==> config.mk <==
export PLATFORM = sky130hd
export DESIGN_NAME = instr_prefetch
export DESIGN_NICKNAME = d
export VERILOG_FILES = /design/src/rtl/instr_prefetch.sv
export SDC_FILE = /design/constraint.sdc
export NUM_CORES = 1
export LEC_CHECK = 0
export BUFFER_PORTS_ARGS = -buffer_cell sky130_fd_sc_hd__buf_2
export CORE_AREA = 4 4 184 168
export CTS_CLUSTER_SIZE = 28
export DETAILED_ROUTE_END_ITERATION = 16
export DIE_AREA = 0 0 188 172
export PLACE_DENSITY_LB_ADDON = 0.25
export SETUP_SLACK_MARGIN = 0.4
export SLEW_MARGIN = 10
export SYNTH_ARGS = -nofsm -noshare
export SYNTH_HDL_FRONTEND = slang
export SYNTH_SLANG_ARGS = --single-unit
==> constraint.sdc <==
create_clock -name clk -period 4.7 [get_ports clk]
set_input_delay 1.175 -clock clk [delete_from_list [all_inputs] [get_ports clk]]
set_output_delay 1.175 -clock clk [all_outputs]
set_load 0.02 [all_outputs]
==> src/rtl/instr_prefetch.sv <==
// Instruction prefetcher: reads a byte-wide memory one byte per cycle,
// decodes the instruction length from the icode in byte 0, and presents a
// zero-filled 10-byte instruction word with an out-of-range flag.
//
// Handshake: a request is taken when req=1 in a cycle where busy=0
// (IDLE or DONE). Memory reads are fire-and-forget: mem_rd_en/mem_addr in
// cycle N return mem_rdata in cycle N+1. instr_valid is a one-cycle pulse.
module instr_prefetch #(
    parameter int MEM_SIZE = 1024,
    parameter int MAX_LEN  = 10
) (
    input  logic        clk,
    input  logic        rst_n,
    input  logic        req,
    input  logic [63:0] pc_in,
    output logic        busy,
    output logic        mem_rd_en,
    output logic [63:0] mem_addr,
    input  logic [7:0]  mem_rdata,
    output logic [0:79] instr,
    output logic        instr_valid,
    output logic [3:0]  instr_len,
    output logic        mem_error,
    output logic [1:0]  dbg_state
);

    typedef enum logic [1:0] {
        S_IDLE  = 2'd0,
        S_FETCH = 2'd1,
        S_DONE  = 2'd2
    } state_t;

    state_t      r_state;
    state_t      w_state_nx;

    logic [63:0] r_base;      // PC of the instruction being fetched
    logic [3:0]  r_cnt;       // FETCH cycle index; also the byte index issued this cycle
    logic [3:0]  r_len;       // decoded length, valid once byte 0 is captured
    logic        r_prev_oor;  // byte slot of the previous cycle was out of range
    logic [0:79] r_buf;       // assembly buffer, zero at start of each fetch
    logic        r_err;       // an out-of-range needed byte has been seen
    logic [0:79] r_instr;
    logic [3:0]  r_instr_len;
    logic        r_mem_error;

    logic [64:0] w_addr65;
    logic        w_oor;
    logic        w_slot;
    logic        w_rd_en;
    logic        w_cap;
    logic [3:0]  w_cap_idx;
    logic [6:0]  w_bit_base;
    logic [7:0]  w_byte;
    logic [3:0]  w_len_now;
    logic        w_last;
    logic        w_err_nx;
    logic        w_accept;
    logic [0:79] w_buf;

    function automatic logic [3:0] decode_len(input logic [3:0] icode);
        case (icode)
            4'h0, 4'h1, 4'h9:       decode_len = 4'd1;
            4'h2, 4'h6, 4'hA, 4'hB: decode_len = 4'd2;
            4'h3, 4'h4, 4'h5:       decode_len = 4'd10;
            4'h7, 4'h8:             decode_len = 4'd9;
            default:                decode_len = 4'd1;
        endcase
    endfunction

    // Datapath decode: address/range of the byte issued this cycle and the
    // byte captured from the read issued last cycle.
    always_comb begin
        w_addr65   = {1'b0, r_base} + {61'd0, r_cnt};
        w_oor      = (w_addr65 >= 65'(MEM_SIZE));
        // Bytes 0 and 1 go out before the length is known; later ones only if needed.
        w_slot     = (r_state == S_FETCH) && (r_cnt < 4'(MAX_LEN)) &&
                     ((r_cnt < 4'd2) || (r_cnt < r_len));
        w_rd_en    = w_slot && !w_oor;
        w_cap      = (r_state == S_FETCH) && (r_cnt != 4'd0);
        w_cap_idx  = r_cnt - 4'd1;
        w_bit_base = {w_cap_idx, 3'b000};
        // Out-of-range bytes were never read and count as 0x00.
        w_byte     = r_prev_oor ? 8'h00 : mem_rdata;
        w_len_now  = (r_cnt == 4'd1) ? (r_prev_oor ? 4'd1 : decode_len(w_byte[7:4])) : r_len;
        w_last     = w_cap && (w_cap_idx == (w_len_now - 4'd1));
        // Only bytes below the length are ever captured, so any oor capture is an error.
        w_err_nx   = r_err | (w_cap && r_prev_oor);
        w_accept   = ((r_state == S_IDLE) || (r_state == S_DONE)) && req;
        w_buf      = r_buf;
        if (w_cap) begin
            w_buf[w_bit_base +: 8] = w_byte;
        end
    end

    // State register.
    always_ff @(posedge clk) begin
        if (!rst_n) begin
            r_state <= S_IDLE;
        end else begin
            r_state <= w_state_nx;
        end
    end

    // Next-state logic.
    always_comb begin
        w_state_nx = r_state;
        case (r_state)
            S_IDLE:  if (req) w_state_nx = S_FETCH;
            S_FETCH: if (w_last) w_state_nx = S_DONE;
            S_DONE:  w_state_nx = req ? S_FETCH : S_IDLE;
            default: w_state_nx = S_IDLE;
        endcase
    end

    // Outputs decoded from state and the issue logic.
    always_comb begin
        busy        = (r_state == S_FETCH);
        instr_valid = (r_state == S_DONE);
        mem_rd_en   = w_rd_en;
        mem_addr    = w_rd_en ? w_addr65[63:0] : 64'd0;
        instr       = r_instr;
        instr_len   = r_instr_len;
        mem_error   = r_mem_error;
        dbg_state   = r_state;
    end

    // Fetch bookkeeping, assembly and result registers.
    always_ff @(posedge clk) begin
        if (!rst_n) begin
            r_base      <= 64'd0;
            r_cnt       <= 4'd0;
            r_len       <= 4'd0;
            r_prev_oor  <= 1'b0;
            r_buf       <= '0;
            r_err       <= 1'b0;
            r_instr     <= '0;
            r_instr_len <= 4'd0;
            r_mem_error <= 1'b0;
        end else if (w_accept) begin
            r_base     <= pc_in;
            r_cnt      <= 4'd0;
            r_len      <= 4'd0;
            r_prev_oor <= 1'b0;
            r_buf      <= '0;
            r_err      <= 1'b0;
        end else if (r_state == S_FETCH) begin
            r_cnt      <= r_cnt + 4'd1;
            r_prev_oor <= w_oor;
            r_buf      <= w_buf;
            r_err      <= w_err_nx;
            if (r_cnt == 4'd1) begin
                r_len <= w_len_now;
            end
            if (w_last) begin
                r_instr     <= w_buf;
                r_instr_len <= w_len_now;
                r_mem_error <= w_err_nx;
            end
        end
    end

endmodule
# Word level (Yosys, flattened, before mapping)
# Memories as Yosys holds them, arrays and structs flattened.
# Cells that the tools add are included.
# word_totals
reg_bits	241
romBits	48
out_inout_bits	154
mem_count	1
# memory_table
memory	words	word_bits	rd	rd_ports_with_merged_regs	write_ports	line_no	text
(no name shown)	16	3	1	0	0	61	case (icode)
# op_classes
add_sub_neg	5
magnitude_cmp	4
eq_ne	6
n_shift	2
mux	10
bitwise_logic	4
reduce_logical	16
# ops
cell	count
$shift A81 B9 Y80 const A	1
$shiftx A81 B9 Y80	1
$bwmux W80	1
$mux W80	1
$add A64 B4 Y65	1
$ge A65 B11 Y1 const B	1
$mux W64	1
$neg A8 Y9	1
$mux W4	2
$mux W8	1
$not A7 Y8	1
$sub A4 B1 Y4 const B	2
$logic_and A1 B1 Y1	7
$pmux W2 S3	1
$add A4 B1 Y4 const B	1
$eq A4 B1 Y1 const B	1
$eq A4 B4 Y1	1
$lt A4 B2 Y1 const B	1
$lt A4 B4 Y1	1
$lt A4 B4 Y1 const B	1
$mux W2	2
$reduce_and A2 Y1	2
$reduce_bool A4 Y1	1
$reduce_and A3 Y1	1
other kinds (11)	13

# Depth between registers and ports, before layout
# An unclocked memory read counts as a cell.
# logic_depth
ltp_word	9
ltp_mapped	14
mapped_depth_nobuf	12

# Worst setup path before layout
# No wires, ideal clock.
# synth_timing
path_kind	register to output
start	reg r_cnt[0]
end	out mem_addr[0]
arrival_ns	3.347
path_slack_ns	0.178
stages_incl_launch_ff	12
n_path_buf	0
path_cell_list	dfxtp_1 > ha_1 > fa_1 > nand3_2 > a2111oi_4 > nand4_1 > xnor2_1 > or4_1 > nor4_1 > and4_1 > nand4_2 > nor3b_1
# synth_via
elab_chain_len	5
word_cells_on_any_way	11
# synth_lines
element	line_no	text
start: declaration	37	logic [3:0] r_cnt;
start signal: assignment	147	r_cnt <= r_cnt + 4'd1;
$add A64 B4 Y65, or another cell as far along	73	w_addr65 = {1'b0, r_base} + {61'd0, r_cnt};
$ge A65 B11 Y1, or another cell as far along	74	w_oor = (w_addr65 >= 65'(MEM_SIZE));
$logic_not A1 Y1 or $logic_and A1 B1 Y1 (tied branches)	78, 76	
$logic_and A1 B1 Y1	78	w_rd_en = w_slot && !w_oor;
$mux W64 (*)	120	mem_addr = w_rd_en ? w_addr65[63:0] : 64'd0;
end: declaration	18	output logic [63:0] mem_addr,
# Every way passes the cells marked *; elsewhere a longest branch is shown, timed or not.

# Worst setup path in the final report
# layout_timing
start	reg r_base[38]
end	out mem_addr[1]
# layout_via
elab_chain_len	5
# layout_lines
element	line_no	text
start: declaration	36	logic [63:0] r_base;
start signal: assignment	140	r_base <= pc_in;
$add A64 B4 Y65	73	
$ge A65 B11 Y1	74	
$logic_not A1 Y1	78	
$logic_and A1 B1 Y1	78	
$mux W64	120	
# No other way between the ends.

==> flow_summary.rst <==
.. list-table::
   :header-rows: 1

   * - Metric
     - Value
   * - Initial antenna violation count
     - 0
   * - Worst clock skew
     - 0.0201 ns
   * - Path class of the lowest-slack min-delay path
     - flip-flop to flip-flop
   * - Seq pwr share
     - between 40 and 50%
   * - Number of cells on the worst reg-to-reg path
     - 14
   * - Count of maximum capacitance violations
     - 0
   * - DR DRC count
     - 0
   * - Worst Setup Start Kind
     - flip-flop
   * - Leakage dissipation
     - 6.24 nW
   * - Clock buffer depth
     - 3
   * - Clock Sinks
     - between 200 and 250
   * - Die span in x
     - about 190 um
   * - Net switching share of the total power
     - 25.9%
   * - Final Worst Setup Slack
     - -0.225 ns
   * - Cell taking the most area after synthesis
     - sky130_fd_sc_hd__dfxtp_1
   * - Max transition margin
     - about a quarter
   * - Highest-utilization routing layer at the global route stage
     - met2
   * - Number of cells after detailed placement
     - 1,899
   * - Final weighted congestion in routability-driven placement
     - 0.908
   * - Port bufs
     - approximately 170
   * - VDD IR-drop max
     - around 250 uV
   * - Global-route track usage on met1
     - 28.0%
   * - Crit Path Max Fanout
     - 12
   * - Worst-path clk slew
     - 0.06 ns
   * - Series of cell instances along the critical path
     - nand3_1 > o31a_1 > nor4b_1 > o21ai_0 > nor3_1 > o211ai_1 > nor4_1 > nand4_2 > buf_6 > nor3b_4 > buf_4
   * - Total Routing Usage GR
     - 18.8%
   * - Number of nets in the final layout
     - 1,628
   * - Fraction of layout instances using a drive strength above 1
     - a little under a fifth
   * - Required time worst endpoint
     - 3.52 ns
   * - Total number of yosys warnings
     - 0
   * - Synth top area cells
     - sky130_fd_sc_hd__dfxtp_1 (42%), sky130_fd_sc_hd__nand2_1 (8.7%), sky130_fd_sc_hd__o211a_1 (7.3%), sky130_fd_sc_hd__nor3_1 (4.7%), sky130_fd_sc_hd__a21boi_0 (4.3%)
   * - Worst EP arrival
     - ~3.8 ns
   * - Sequential fraction of the synthesis area
     - 42.2%
   * - Area taken by flip-flops and latches
     - 0.00483 mm2
   * - Global-route wire length before repair
     - 50.3 mm
   * - Total power divided by cell area
     - 345 mW/mm2
   * - Global routing met3 resource utilization
     - 3.35%
   * - Destination of the worst register-to-register timing path
     - instr[2]
   * - Total count of max-transition violations in the final report
     - 0
   * - Starting DRC count in detailed routing
     - 684
   * - Fraction of registers with async set or reset after synthesis
     - 0%
   * - Share of Yosys cell area claimed by the top area cell type
     - 42.2%
   * - Commonest cells after routing, fill and taps aside
     - sky130_fd_sc_hd__nand2_1 (265), sky130_fd_sc_hd__dfxtp_1 (238), sky130_fd_sc_hd__buf_2 (165), sky130_fd_sc_hd__nor2_1 (118), sky130_fd_sc_hd__nor3_1 (107)
   * - Flip-flop cell with the highest count after synthesis
     - sky130_fd_sc_hd__dfxtp_1
   * - TritonCTS clock tree
     - built
   * - DR vias
     - about 10,000
   * - CP max stage cell
     - sky130_fd_sc_hd__nor4b_1
   * - Post-synthesis register bit count
     - 241
   * - Internal power component
     - around 3.5 mW
   * - Count of final hold-check violations
     - 0
   * - Root buffer cell
     - sky130_fd_sc_hd__clkbuf_16
   * - TritonCTS buffer count
     - 26
   * - Unrepaired setup endpoints after global routing
     - true
   * - Commonest non-fill, non-tap cell in the layout
     - sky130_fd_sc_hd__nand2_1
   * - Switching Power
     - 1.21 mW
   * - Max Freq
     - approximately 0.20 GHz
   * - Layout Utilization
     - 46.9%
   * - Worst skew pair latency
     - 0.54 ns
   * - Die span in y
     - roughly 170 um
   * - Filler Cells Inserted
     - between 2,000 and 3,000
   * - Worst hold slack
     - 0.459 ns
   * - Source of the worst hold timing path
     - r_err
   * - Total Routed Length
     - 31.7 mm
   * - Crit path max-delay family
     - simple AND/OR/NAND/NOR gates
   * - Sum of overflow across all layers after global routing
     - 0
   * - # rows
     - 59
   * - Netlist Area Pre-Place
     - 0.0114 mm2
   * - Relative contribution of the clock network to total power
     - 43.0%
   * - Pin count of the biggest net entering global routing
     - 98
   * - Number of distinct library cells after synthesis
     - just over 60
   * - DR vias/cell
     - roughly 5.2
   * - Final cell count without fillers
     - 1,950
   * - Final standard cell area without fillers
     - 0.0135 mm2
   * - Post-layout min period
     - 4.93 ns
   * - Startpoint of the worst-slack reg-to-reg timing path
     - r_cnt[1]
   * - # diodes
     - 0
   * - Crit end category
     - primary output
   * - Tightest Pin Transition
     - 1.11 ns
   * - Critical Path Max Stage Delay
     - 0.54 ns
   * - Count of cells along the worst hold path
     - 2
   * - Worst Setup Path Type
     - flip-flop to primary output
   * - Starting density of the core
     - 39.6%
   * - Number of global-route vias before repair
     - between 9,000 and 10,000
   * - Detailed Routing Iterations Pass 1
     - 5
   * - Core region area
     - 0.0289 mm2
   * - Cell area after placement
     - approximately 0.013 mm2
   * - Synth Instances
     - 1,398
   * - Violations in the final reports
     - negative setup slack
   * - Die outline area
     - between 0.03 and 0.04 mm2
   * - I/O pin total
     - 229
   * - Number of nets with antenna violations after detailed routing
     - 0
   * - Setup violation total in the final timing report
     - 11
   * - Mean instance size in the synthesized netlist
     - 8.18 um2
   * - Htree depth
     - 1
   * - Multi-input combinational cell area
     - 0.00611 mm2
   * - Setup slack, reg-to-reg
     - 1.18 ns
   * - Met2 layer usage reported by global route
     - between 20% and 30%
   * - Buffer and inverter count on the worst path
     - 2
   * - Routed len/inst
     - 16.3 um
   * - Number of enable flip-flop cells after synthesis
     - 0
   * - Period utilisation layout
     - 105%
   * - End point of the most critical hold path
     - r_err
   * - Worst-case setup slack after placement
     - 0.112 ns
   * - Area growth, synth to finish
     - 18.5%
   * - Half-perimeter wire length of the detailed placement result
     - 22.3 mm
   * - Status
     - finished with violations
   * - Power share of the combinational group
     - between 10% and 20%
-- worst register-to-register path: stages (launching register included) --
cell and delay [ns]:
sky130_fd_sc_hd__dfxtp_2 0.34, sky130_fd_sc_hd__buf_4 0.17, sky130_fd_sc_hd__inv_1 0.12, sky130_fd_sc_hd__ha_1 0.17, sky130_fd_sc_hd__nand2_1 0.11, sky130_fd_sc_hd__nor3_1 0.41, sky130_fd_sc_hd__o21bai_1 0.26, sky130_fd_sc_hd__ha_1 0.22
sky130_fd_sc_hd__xnor2_1 0.13, sky130_fd_sc_hd__xnor2_1 0.14, sky130_fd_sc_hd__nand3_1 0.13, sky130_fd_sc_hd__nor3_4 0.60, sky130_fd_sc_hd__buf_12 0.34, sky130_fd_sc_hd__nand2_1 0.15, sky130_fd_sc_hd__o211a_1 0.15
-- area by class of cell --
class,count,area share (%)
clock inverters,8,0.868
repair buffers,213,9.06
flip-flops and latches,241,35.7
clock buffers,37,5.40
well taps,396,3.66
multi-input cells,1045,45.1
inverters,10,0.277
-- power by group through the flow --
stage / Combinational [mW] / Clock [mW] / Sequential [mW]
finish: 0.491 / 2.01 / 2.17
global route: 0.541 / 2.15 / 2.18
CTS: 0.494 / 2.07 / 2.17
detailed placement: 0.490 / 0 / 2.21
global placement: 0.488 / 0 / 2.21
floorplan: 0.350 / 0 / 2.22
-- synthesized netlist by cell type, drive strengths merged (3+ instances only) --
library cell,instances
a211oi,7
a21boi,66
a21o,3
a21oi,99
a31oi,4
and2,8
and3,9
and4,9
buf,76
clkbuf,79
dfxtp,241
ha,15
inv,10
mux2i,3
nand2,266
nand2b,13
nand3,32
nand4,21
nor2,119
nor2b,5
nor3,115
nor3b,8
nor4,12
o211a,83
o21ai,10
or3,4
xnor2,26
xor2,26
-- sequential cells by signal (all words and copies together), names as in the netlist --
signal,cells
mem_error,1
instr,80
r_err,1
r_base,64
dbg_state,2
r_len,4
r_buf,80
r_prev_oor,1
r_cnt,4
instr_len,4
-- worst max path at each step --
stage                from          end  slack [ns]  depth (start not counted)
2_1_floorplan    r_cnt[0]  mem_addr[1]        0.31                         12
3_3_place_gp    r_base[0]  mem_addr[1]        0.12                         13
3_5_place_dp    r_base[0]  mem_addr[1]        0.11                         13
4_1_cts         r_base[0]  mem_addr[1]       -0.18                         13
5_1_grt         r_base[0]  mem_addr[5]       -0.43                         13
6_report       r_base[38]  mem_addr[1]       -0.23                         11
-- logic make-up (layout without fill, tap and decap cells) --
kind of cell | after synthesis | count (layout) | share of synthesized area [%]
mux | 4 | 4 | 0.361
xor+xnor | 52 | 52 | 3.98
other cells | 1 | 54 | 0.0328
simple gates | 628 | 628 | 25.3
flops | 241 | 241 | 42.2
fa+ha+maj | 17 | 17 | 1.90
compound gates | 290 | 290 | 18.7
buf+inv | 165 | 268 | 7.42
-- per-layer routing --
metal	vias to the layer above	wire length, um
li1	4993	-
met1	4747	16000
met2	286	13200
met3	43	1830
met4	0	626
met5	-	0
-- timing repair --
item                       4_1_cts  5_1_grt
setup endpoints to repair       11       11
hold buffers                     0        0
resized for setup               11        2
pin swaps                        2        0
buffers inserted                 5        1
-- per-stage QoR --
stage / setup TNS, ns / total power [mW]
6_report: -1.93 / 4.67
5_1_grt: -4.17 / 4.87
4_1_cts: -1.48 / 4.73
3_5_place_dp: 0 / 2.70
3_3_place_gp: 0 / 2.70
2_1_floorplan: 0 / 2.57
(Power assumes the default switching activity.)
